--- config.mk ---
export PLATFORM = sky130hd
export DESIGN_NAME = montre_sysid_ext
export DESIGN_NICKNAME = d
export VERILOG_FILES = /design/src/rtl/montre_sysid_ext.sv
export SDC_FILE = /design/constraint.sdc
export NUM_CORES = 1
export LEC_CHECK = 0
export CORE_MARGIN = 2
export CORE_UTILIZATION = 54
export CTS_CLUSTER_DIAMETER = 40
export DETAILED_ROUTE_END_ITERATION = 10
export PLACE_DENSITY = 0.82
export SLEW_MARGIN = 20
export SYNTH_ARGS = -nofsm -noshare
export SYNTH_HDL_FRONTEND = slang
export SYNTH_SLANG_ARGS = --single-unit
--- constraint.sdc ---
create_clock -name clock -period 2.46 [get_ports clock]
set_clock_uncertainty 0.1 [all_clocks]
set_input_delay 0.738 -clock clock [delete_from_list [all_inputs] [get_ports clock]]
set_output_delay 0.738 -clock clock [all_outputs]
set_load 0.1 [all_outputs]
--- src/rtl/montre_sysid_ext.sv ---
// rtl/montre_sysid_ext.sv - system identity, scratch, uptime and tick counter slave
// Read data is registered. A low-word tick read snapshots the high word so that firmware reads of the pair are coherent.
module montre_sysid_ext #(
  parameter logic [31:0] SYSTEM_ID = 32'd1665659394,
  parameter logic [31:0] TIMESTAMP = 32'd0,
  parameter logic [31:0] VERSION   = 32'h0001_0000,
  parameter logic [31:0] CLK_HZ    = 32'd50000000
) (
  input  logic        clock,
  input  logic        reset_n,
  input  logic [2:0]  address,
  input  logic        read,
  input  logic        write,
  input  logic [31:0] writedata,
  output logic [31:0] readdata,
  output logic        readdatavalid
);

  localparam logic [31:0] PRESC_MAX = CLK_HZ - 32'd1;

  logic [31:0] scratch;
  logic [31:0] uptime_s;
  logic [31:0] prescaler;
  logic [63:0] tick;
  logic [31:0] tick_hi_shadow;
  logic [31:0] read_mux;
  logic        write_en;
  logic        uptime_clr;
  logic        presc_wrap;

  // A simultaneous read wins, so the write is dropped.
  assign write_en   = write && !read;
  assign uptime_clr = write_en && (address == 3'd4);
  assign presc_wrap = (prescaler == PRESC_MAX);

  always_comb begin
    read_mux = 32'd0;
    case (address)
      3'd0:    read_mux = SYSTEM_ID;
      3'd1:    read_mux = TIMESTAMP;
      3'd2:    read_mux = VERSION;
      3'd3:    read_mux = scratch;
      3'd4:    read_mux = uptime_s;
      3'd5:    read_mux = tick[31:0];
      3'd6:    read_mux = tick_hi_shadow;
      default: read_mux = 32'd0;
    endcase
  end

  always_ff @(posedge clock or negedge reset_n) begin
    if (!reset_n) begin
      readdata       <= 32'd0;
      readdatavalid  <= 1'b0;
      tick_hi_shadow <= 32'd0;
    end else begin
      readdatavalid <= read;
      if (read) begin
        readdata <= read_mux;
        if (address == 3'd5) begin
          tick_hi_shadow <= tick[63:32];
        end
      end
    end
  end

  always_ff @(posedge clock or negedge reset_n) begin
    if (!reset_n) begin
      scratch <= 32'd0;
    end else if (write_en && (address == 3'd3)) begin
      scratch <= writedata;
    end
  end

  // A clear takes priority over a prescaler wrap in the same cycle.
  always_ff @(posedge clock or negedge reset_n) begin
    if (!reset_n) begin
      prescaler <= 32'd0;
      uptime_s  <= 32'd0;
    end else if (uptime_clr) begin
      prescaler <= 32'd0;
      uptime_s  <= 32'd0;
    end else if (presc_wrap) begin
      prescaler <= 32'd0;
      uptime_s  <= uptime_s + 32'd1;
    end else begin
      prescaler <= prescaler + 32'd1;
    end
  end

  always_ff @(posedge clock or negedge reset_n) begin
    if (!reset_n) begin
      tick <= 64'd0;
    end else begin
      tick <= tick + 64'd1;
    end
  end

endmodule

==> flow_summary_export.csv, run 1 <==
group,metric,value,unit
sta,min_period,2.43,ns
floorplanning,dieArea,0.0213,sq mm
worst_setup_path,crit_type,"flop to flop",
yosys,synth_area_leader_cell,"dfrtp_1",
detailed_routing,routed_wl,27500,um
floorplanning,core,0.0196,sq mm
yosys,synth_seq_cells,225,
power,p_leak,5.92,nW
final_layout,antenna_cells,0,
yosys,synth_common_cells,"225 x dfrtp_1, 90 x nand2_1, 87 x nor2_1, 59 x xnor2_1, 57 x mux2_2",
detailed_routing,postRouteAntennaNets,0,
worst_setup_path,crit_required,2.84,ns
yosys,seq_area_frac_synth,51.8,%
sta,max_slew_margin,38.1,%
status,status,"complete, no violations",
yosys,synth.avg_cell_area,10.2,sq um
final_layout,synthToLayoutAreaGrowth,23.7,%
detailed_routing,remaining_drc_errors,0,
final_layout,num-nets-final,1242,
final_layout,fin_cells,1490,
clock_network,htree_levels,1,
clock_network,insertion_delay,0.57,ns
floorplanning,initial_utilization,55.4,%
power,power_frac_seq,41.9,%
sta,tightest_slew,0.925,ns
power,ir_drop,0.000702,V
clock_network,cts_buffer_depth,3,
min_path,hold_depth,2,
placement,place_ws,-0.136,ns
floorplanning,die_width,146,um
yosys,synth-edff-count,0,
placement,routabilityCongestion,0.904,
power,p_sw,0.00311,W
power,intPower,0.00760,W
power,power-per-cell-area,797,mW/mm^2
placement,dp.cells,1426,
detailed_routing,drt-vias-per-instance,5.92,
worst_setup_path,cp_max_fo,20,
clock_network,cts-root-buf,"clkbuf_16",
yosys,yosys-top-cells-area,"dfrtp_1 52%, mux2_2 5.9%, xnor2_1 4.8%, xor2_1 3.2%, nand2_1 3.1%",
detailed_routing,drt-pass1-iter-count,8,
clock_network,clock_sinks,225,
yosys,synthCells,1066,
worst_setup_path,crit_path_start_kind,"flop",
power,combPwrFrac,15.3,%
grt,grt_max_degree,55,
yosys,async_flop_share,100,%
min_path,hold_class,"flop to flop",
yosys,synth_top_area_share,51.8,%
power,pwr-share-clk,42.9,%
sta,hold_viol,0,
clock_network,clkSlewWorstSetupHoldPaths,0.06,ns
detailed_routing,drtIter0Drc,744,
floorplanning,ios,72,
yosys,synth_most_common_cell,"dfrtp_1",
yosys,ys_warn_count,0,
flow_run,drv_cap,0,
detailed_routing,num_vias,8819,
yosys,syn_area,0.0109,sq mm
detailed_routing,wl_per_cell,18.4,um
final_layout,fillers,1349,
grt,grtUsageTotal,25.9,%
worst_setup_path,r2r_cells,7,
placement,place.port_buffers,71,
sta,slew_violations,0,
yosys,ys_types,44,
yosys,synth_ff_type,"dfrtp_1",
grt,overflow,0,
power,p_sw_share,29.0,%
placement,dpl.hpwl,18500,um
sta,finalCritPeriodShare,98.9,%
sta,final-setup-viol-count,0,
grt,grt_pass1_vias,8839,
final_layout,regArea,0.00563,sq mm
worst_setup_path,end_kind,"flop",
floorplanning,die_y,146,um
worst_setup_path,critPathArrivalTime,2.82,ns
clock_network,cts_tree,"built",
final_layout,multiInputGateArea,0.00484,sq mm
final_layout,drive_gt1_share,20.0,%
sta,clock.fmax,411,MHz
floorplanning,rows,51,
clock_network,cts_made_buffers,31,
grt,grt_pass1_wl,45300,um
yosys,synth_fp_nets,1108,
sta,fin_ws,0.0281,ns
grt,antenna_found_initial,0,
path summary, 6_finish.rpt:
path	start	end	slack, ns
max in group asynchronous	reset_n	uptime_s[19]$_DFFE_PN0P_	1.06
min in group asynchronous	reset_n	readdata[0]$_DFFE_PN0P_	0.57
worst max register to register	prescaler[0]$_DFF_PN0_	uptime_s[20]$_DFFE_PN0P_	0.03
worst min register to register	tick_hi_shadow[6]$_DFFE_PN0P_	tick_hi_shadow[6]$_DFFE_PN0P_	0.38
worst max-delay path	prescaler[0]$_DFF_PN0_	uptime_s[20]$_DFFE_PN0P_	0.03
worst min-delay path	tick_hi_shadow[6]$_DFFE_PN0P_	tick_hi_shadow[6]$_DFFE_PN0P_	0.38
placed cells by master (no fill, tap or decap), types with 35 or more instances in the layout:
| cell | count |
|---|---|
| xor2_1 | 40 |
| buf_4 | 105 |
| o21ai_0 | 54 |
| nand4_1 | 47 |
| dfrtp_1 | 224 |
| inv_1 | 53 |
| mux2_2 | 57 |
| clkdlybuf4s50_1 | 36 |
| nand2_1 | 90 |
| xnor2_1 | 59 |
| a21oi_1 | 39 |
| nand3_1 | 35 |
| nor2_1 | 87 |
layout make-up:
class                      instances  area share [%]
sequential                       225            41.9
multi-input combinational        735            36.0
timing repair buffer             154            10.1
clock buffer                      38            6.19
tap                              265            2.47
clock inverter                    20            1.83
inverter                          53            1.48
repair_timing:
item / 4_1_cts / 5_1_grt
pin swaps: 0 / 5
hold buffers: 1 / 0
resized for setup: 1 / 9
cloned: 0 / 0
buffers inserted: 0 / 5
endpoints found under the setup margin: 5 / 17
hold endpoints to repair: 41 / 0
layer usage:
| metal | global-route usage [%] | share of wire, % | vias to the layer above |
|---|---|---|---|
| met5 | 0 | 0 | - |
| met4 | 10.0 | 3.4 | 0 |
| met3 | 4.17 | 6.5 | 74 |
| met2 | 43.7 | 48 | 371 |
| met1 | 33.8 | 42 | 4325 |
| li1 | - | - | 4049 |
power by group through the flow:
stage	logic [W]	clock network [W]	registers (W)
floorplan	0.000674	0	0.00480
global placement	0.00155	0	0.00449
detailed placement	0.00159	0	0.00452
CTS	0.00162	0.00463	0.00446
global route	0.00176	0.00479	0.00453
finish	0.00163	0.00459	0.00448
state kept, by name, summed over array words and instances, names as in the netlist:
name / flops
scratch: 32
prescaler: 32
tick_hi_shadow: 32
uptime_s: 32
readdatavalid: 1
readdata: 32
tick: 64
kinds of logic after synthesis:
| family | share of synthesized area (%) |
|---|---|
| AND/OR/NAND/NOR | 18.5 |
| flip-flops | 51.8 |
| buffers and inverters | 3.98 |
| AO/OA/AOI/OAI | 8.45 |
| XOR/XNOR | 7.98 |
| multiplexers | 8.86 |
| adder cells (fa/ha/maj) | 0.346 |
worst max-delay path: stages (launching register included):
cell and delay [ns]:
dfrtp_1 0.38, ha_2 0.21, and4_4 0.24, nand3_1 0.10
or4_4 0.55, buf_6 0.17, or4_1 0.47, a21oi_1 0.14
stage by stage:
step                power, W  cell area [sq um]  util (%)  TNS (ns)  hold slack (ns)
floorplan            0.00547              10900         -    -0.771            0.338
global placement     0.00605              12300      62.7     -3.33            0.357
detailed placement   0.00611              12300      62.7     -4.74            0.370
CTS                   0.0107              13400      68.2         0            0.379
global route          0.0111              13400      68.6   -0.0659            0.405
finish                0.0107              13400      68.6         0            0.378
(Power assumes the default switching activity.)
==> run 2: changes to the inputs <==
Settings changed: CORE_UTILIZATION 54 to 60, PLACE_DENSITY 0.82 to 0.86.
Clock period 2.46 ns to 2.8 ns, I/O delays scaled along.
==> flow_summary_export.csv, run 2 (synthesized netlist as in run 1, its figures left out) <==
group,metric,value,unit
status,status,"complete, no violations",
power,p_leak,5.71,nW
clock_network,clock_sinks,225,
detailed_routing,wl_per_cell,20.0,um
final_layout,num-nets-final,1197,
grt,grt_pass1_vias,9110,
final_layout,largest_reg_flops,64,
flow_run,drv_cap,0,
grt,grt_pass1_wl,47000,um
detailed_routing,drt-pass1-iter-count,5,
power,power-per-cell-area,717,mW/mm^2
detailed_routing,remaining_drc_errors,0,
worst_setup_path,critPathTopFamily,"simple AND/OR/NAND/NOR gates",
final_layout,final_cell_mix,"225 x dfrtp_1, 90 x nand2_1, 87 x nor2_1",
final_layout,final_common_cell,"dfrtp_1",
sta,hold_viol,0,
worst_setup_path,cp_num_buf_inv,1,
final_layout,regArea,0.00563,sq mm
grt,grt_max_degree,80,
floorplanning,die_width,139,um
placement,dpl.hpwl,18100,um
clock_network,htree_levels,1,
clock_network,cts_made_buffers,31,
floorplanning,die_y,139,um
clock_network,cts_buffer_depth,3,
sta,slew_violations,0,
detailed_routing,num_vias,8945,
worst_setup_path,cp_cell_sequence,"nor4_1, nand4_1, buf_4, or4_1, or3_1, a21oi_1",
sta,min_period,2.64,ns
worst_setup_path,end_kind,"flop",
detailed_routing,drtIter0Drc,911,
worst_setup_path,crit_required,3.16,ns
floorplanning,dieArea,0.0192,sq mm
detailed_routing,postRouteAntennaNets,0,
sta,rsz0062_at_grt,"false",
worst_setup_path,max_stage_delay,0.68,ns
sta,tns,0,ns
clock_network,cts_tree,"built",
sta,final-setup-viol-count,0,
final_layout,drive_gt1_share,16.5,%
final_layout,synthToLayoutAreaGrowth,20.3,%
detailed_routing,drt-vias-per-instance,6.35,
min_path,hold_class,"flop to flop",
power,combPwrFrac,13.6,%
power,p_sw,0.00278,W
placement,place.port_buffers,71,
power,ir_drop,0.000663,V
clock_network,post-cts-setup-buffer-count,0,
sta,finalCritPeriodShare,94.1,%
worst_setup_path,cp_slowest_cell,"or4_1",
sta,clock.fmax,379,MHz
final_layout,regMostFlops,"tick",
floorplanning,ios,72,
final_layout,multiInputGateArea,0.00481,sq mm
grt,overflow,0,
worst_setup_path,crit_path_start_kind,"flop",
clock_network,cts-root-buf,"clkbuf_16",
floorplanning,core,0.0178,sq mm
sta,tightest_slew,0.858,ns
final_layout,fillers,1119,
worst_setup_path,critPathArrivalTime,2.99,ns
detailed_routing,routed_wl,28200,um
power,p_sw_share,29.7,%
sta,whs,0.381,ns
grt,antenna_found_initial,0,
floorplanning,rows,49,
worst_setup_path,cp_max_fo,10,
sta,max_slew_margin,42.6,%
clock_network,insertion_delay,0.57,ns
clock_network,clkSlewWorstSetupHoldPaths,0.06,ns
power,pwr-share-clk,43.8,%
power,intPower,0.00659,W
floorplanning,initial_utilization,60.9,%
power,power_frac_seq,42.6,%
placement,routabilityCongestion,0.929,
final_layout,antenna_cells,0,
worst_setup_path,crit_type,"flop to flop",
grt,grtUsageTotal,29.5,%
[run 2: path summary, 6_finish.rpt]
| path | start | slack, ns | endpoint | cells past startpoint |
|---|---|---|---|---|
| setup / recovery | prescaler[8]$_DFF_PN0_ | 0.16 | uptime_s[19]$_DFFE_PN0P_ | 6 |
| hold / removal | tick[63]$_DFF_PN0_ | 0.38 | tick[63]$_DFF_PN0_ | 1 |
| setup reg to reg | prescaler[8]$_DFF_PN0_ | 0.16 | uptime_s[19]$_DFFE_PN0P_ | 6 |
| hold reg to reg | tick[63]$_DFF_PN0_ | 0.38 | tick[63]$_DFF_PN0_ | 1 |
| max in group asynchronous | reset_n | 1.31 | tick[54]$_DFF_PN0_ | 3 |
| min in group asynchronous | reset_n | 0.59 | scratch[8]$_DFFE_PN0P_ | 2 |
[run 2: power by group through the flow]
stage	clock network [W]	logic, W	registers, W
after floorplan	0	0.000592	0.00422
after global placement	0	0.00121	0.00400
after detailed placement	0	0.00125	0.00402
after CTS	0.00412	0.00128	0.00398
after global routing	0.00426	0.00138	0.00404
final	0.00410	0.00128	0.00400
[run 2: metal layers]
metal	GRT usage (%)	share of wire [%]	vias up
li1	-	-	3952
met1	39.2	39	4455
met2	49.7	49	459
met3	4.94	8.4	79
met4	9.88	3.1	0
met5	0	0	-
[run 2: what timing repair did]
item                      CTS  global route
hold buffers                1             0
hold endpoints to repair    7             0
resized for setup           0             0
[run 2: area by class of cell]
cell class              count  share of cell area (%)
flip-flops and latches    225                    43.1
repair buffers            109                    7.97
well taps                 229                    2.19
inverters                  53                    1.52
clock buffers              35                    6.20
multi-input cells         735                    36.8
clock inverters            23                    2.21
[run 2: through the flow]
| stage | utilization [%] | std cells | setup slack [ns] | area, sq um | total power [W] |
|---|---|---|---|---|---|
| detailed placement | 67.0 | 1350 | 0.0574 | 12000 | 0.00528 |
| floorplan | - | 1066 | 0.112 | 10900 | 0.00481 |
| global route | 73.2 | 1409 | 0.00457 | 13100 | 0.00967 |
| global placement | 67.0 | 1350 | 0.102 | 12000 | 0.00521 |
| finish | 73.2 | 1409 | 0.165 | 13100 | 0.00937 |
| CTS | 73.2 | 1409 | 0.227 | 13100 | 0.00937 |
==> run 3: changes to the inputs <==
Settings changed: CAP_MARGIN from default to 20, CTS_BUF_LIST from default to sky130_fd_sc_hd__clkbuf_4.
==> flow_summary_export.csv, run 3 (synthesized netlist as in run 1, its figures left out) <==
group,metric,value,unit
status,status,"complete, no violations",
sta,rsz0062_at_grt,"false",
clock_network,clock_sinks,225,
worst_setup_path,crit_required,3.27,ns
detailed_routing,num_vias,8829,
final_layout,drive_gt1_share,18.5,%
power,p_sw,0.00253,W
clock_network,cts_tree,"built",
power,combPwrFrac,15.5,%
min_path,hold_depth,1,
worst_setup_path,r2r_cells,6,
clock_network,cts_buffer_depth,3,
floorplanning,core,0.0178,sq mm
grt,grt_pass1_vias,8969,
sta,clock.fmax,385,MHz
power,power-per-cell-area,644,mW/mm^2
floorplanning,initial_utilization,60.9,%
worst_setup_path,cp_max_fo,10,
detailed_routing,drtIter0Drc,703,
floorplanning,die_y,139,um
min_path,hold_path_startpoint,"tick[63]$_DFF_PN0_",
worst_setup_path,reg2reg_slack,0.20,ns
detailed_routing,routed_wl,26600,um
floorplanning,dieArea,0.0192,sq mm
sta,min_period,2.60,ns
power,intPower,0.00569,W
placement,routabilityCongestion,0.929,
power,p_sw_share,30.8,%
sta,fin_ws,0.202,ns
worst_setup_path,critPathArrivalTime,3.07,ns
final_layout,regMostFlops,"tick",
final_layout,fin_area,0.0128,sq mm
clock_network,clkSlewWorstSetupHoldPaths,0.07,ns
final_layout,num-nets-final,1224,
placement,place.port_buffers,71,
detailed_routing,remaining_drc_errors,0,
sta,finalCritPeriodShare,92.8,%
worst_setup_path,r2r_start,"prescaler[8]$_DFF_PN0_",
grt,grtUsageTotal,28.1,%
final_layout,largest_reg_flops,64,
power,pwr-share-clk,35.9,%
clock_network,cts_made_buffers,58,
grt,overflow,0,
detailed_routing,drt-vias-per-instance,6.07,
sta,slew_violations,0,
clock_network,insertion_delay,0.70,ns
floorplanning,ios,72,
sta,hold_viol,0,
sta,whs,0.385,ns
detailed_routing,drt-pass1-iter-count,5,
detailed_routing,wl_per_cell,18.3,um
power,power_frac_seq,48.6,%
worst_setup_path,crit_path_start_kind,"flop",
flow_run,drv_cap,0,
sta,tightest_slew,0.820,ns
final_layout,final_common_cell,"dfrtp_1",
sta,tns,0,ns
placement,place_ws,0.0574,ns
min_path,hold_class,"flop to flop",
floorplanning,die_width,139,um
final_layout,fillers,1229,
final_layout,final_cell_mix,"225 x dfrtp_1, 90 x nand2_1, 87 x nor2_1",
clock_network,htree_levels,2,
clock_network,cts-root-buf,"clkbuf_4",
sta,final-setup-viol-count,0,
grt,antenna_found_initial,0,
worst_setup_path,timing.rr.end,"uptime_s[19]$_DFFE_PN0P_",
detailed_routing,postRouteAntennaNets,0,
sta,max_slew_margin,45.1,%
grt,grt_max_degree,80,
min_path,hold_end,"tick[63]$_DFF_PN0_",
final_layout,synthToLayoutAreaGrowth,17.4,%
worst_setup_path,crit_type,"flop to flop",
final_layout,antenna_cells,0,
placement,dpl.hpwl,18100,um
grt,grt_pass1_wl,44600,um
power,p_leak,5.63,nW
floorplanning,rows,49,
worst_setup_path,end_kind,"flop",
power,ir_drop,0.000524,V
placement,placed_area,0.0120,sq mm
==> run 3: through the flow <==
step,util (%),total power [W],std cells
after CTS,71.4,0.00824,1455
after global routing,71.5,0.00860,1455
after global placement,67.0,0.00521,1350
final,71.5,0.00821,1455
after floorplan,-,0.00481,1066
after detailed placement,67.0,0.00528,1350
==> run 3: per-layer routing <==
metal / global-route usage, % / wire length (um) / up-vias
met4: 9.34 / 682 / 0
met5: 0 / 0 / -
met3: 5.42 / 2000 / 61
li1: - / - / 4049
met2: 47.0 / 13000 / 388
met1: 37.4 / 10900 / 4331
==> run 3: power by group through the flow <==
stage | Combinational, W | Sequential (W) | Clock [W]
after floorplan | 0.000592 | 0.00422 | 0
after global routing | 0.00137 | 0.00403 | 0.00320
after CTS | 0.00127 | 0.00397 | 0.00300
after detailed placement | 0.00125 | 0.00402 | 0
final | 0.00127 | 0.00399 | 0.00295
after global placement | 0.00121 | 0.00400 | 0
==> run 3: final cells by class <==
type | instances | area (sq um) | area share (%)
well taps | 229 | 287 | 2.25
clock buffers | 80 | 601 | 4.71
repair buffers | 109 | 1040 | 8.16
clock inverters | 24 | 176 | 1.38
multi-input cells | 735 | 4820 | 37.8
inverters | 53 | 199 | 1.56
flip-flops and latches | 225 | 5630 | 44.2
==> run 3: worst max-delay path by stage <==
stage | start | to | slack [ns] | depth (start not counted)
2_1_floorplan | address[0] | scratch[10]$_DFFE_PN0P_ | 0.11 | 8
3_3_place_gp | address[0] | scratch[15]$_DFFE_PN0P_ | 0.10 | 6
3_5_place_dp | address[0] | scratch[19]$_DFFE_PN0P_ | 0.06 | 6
4_1_cts | prescaler[8]$_DFF_PN0_ | uptime_s[19]$_DFFE_PN0P_ | 0.17 | 6
5_1_grt | prescaler[8]$_DFF_PN0_ | uptime_s[19]$_DFFE_PN0P_ | 0.01 | 6
6_report | prescaler[8]$_DFF_PN0_ | uptime_s[19]$_DFFE_PN0P_ | 0.20 | 6
==> run 3: what timing repair did <==
action                                  in CTS  in global routing
endpoints found under the setup margin       0                  8
setup buffers                                0                  0
gates resized for setup                      0                  1
hold buffers                                 1                  0
hold endpoints to repair                    14                  0
==> run 3: worst max-delay path, stage by stage (launching register included) <==
cell,delay [ns]
dfrtp_1,0.45
nor4_2,0.35
nand4_1,0.18
buf_4,0.21
or4_1,0.68
or3_1,0.36
a21oi_1,0.15
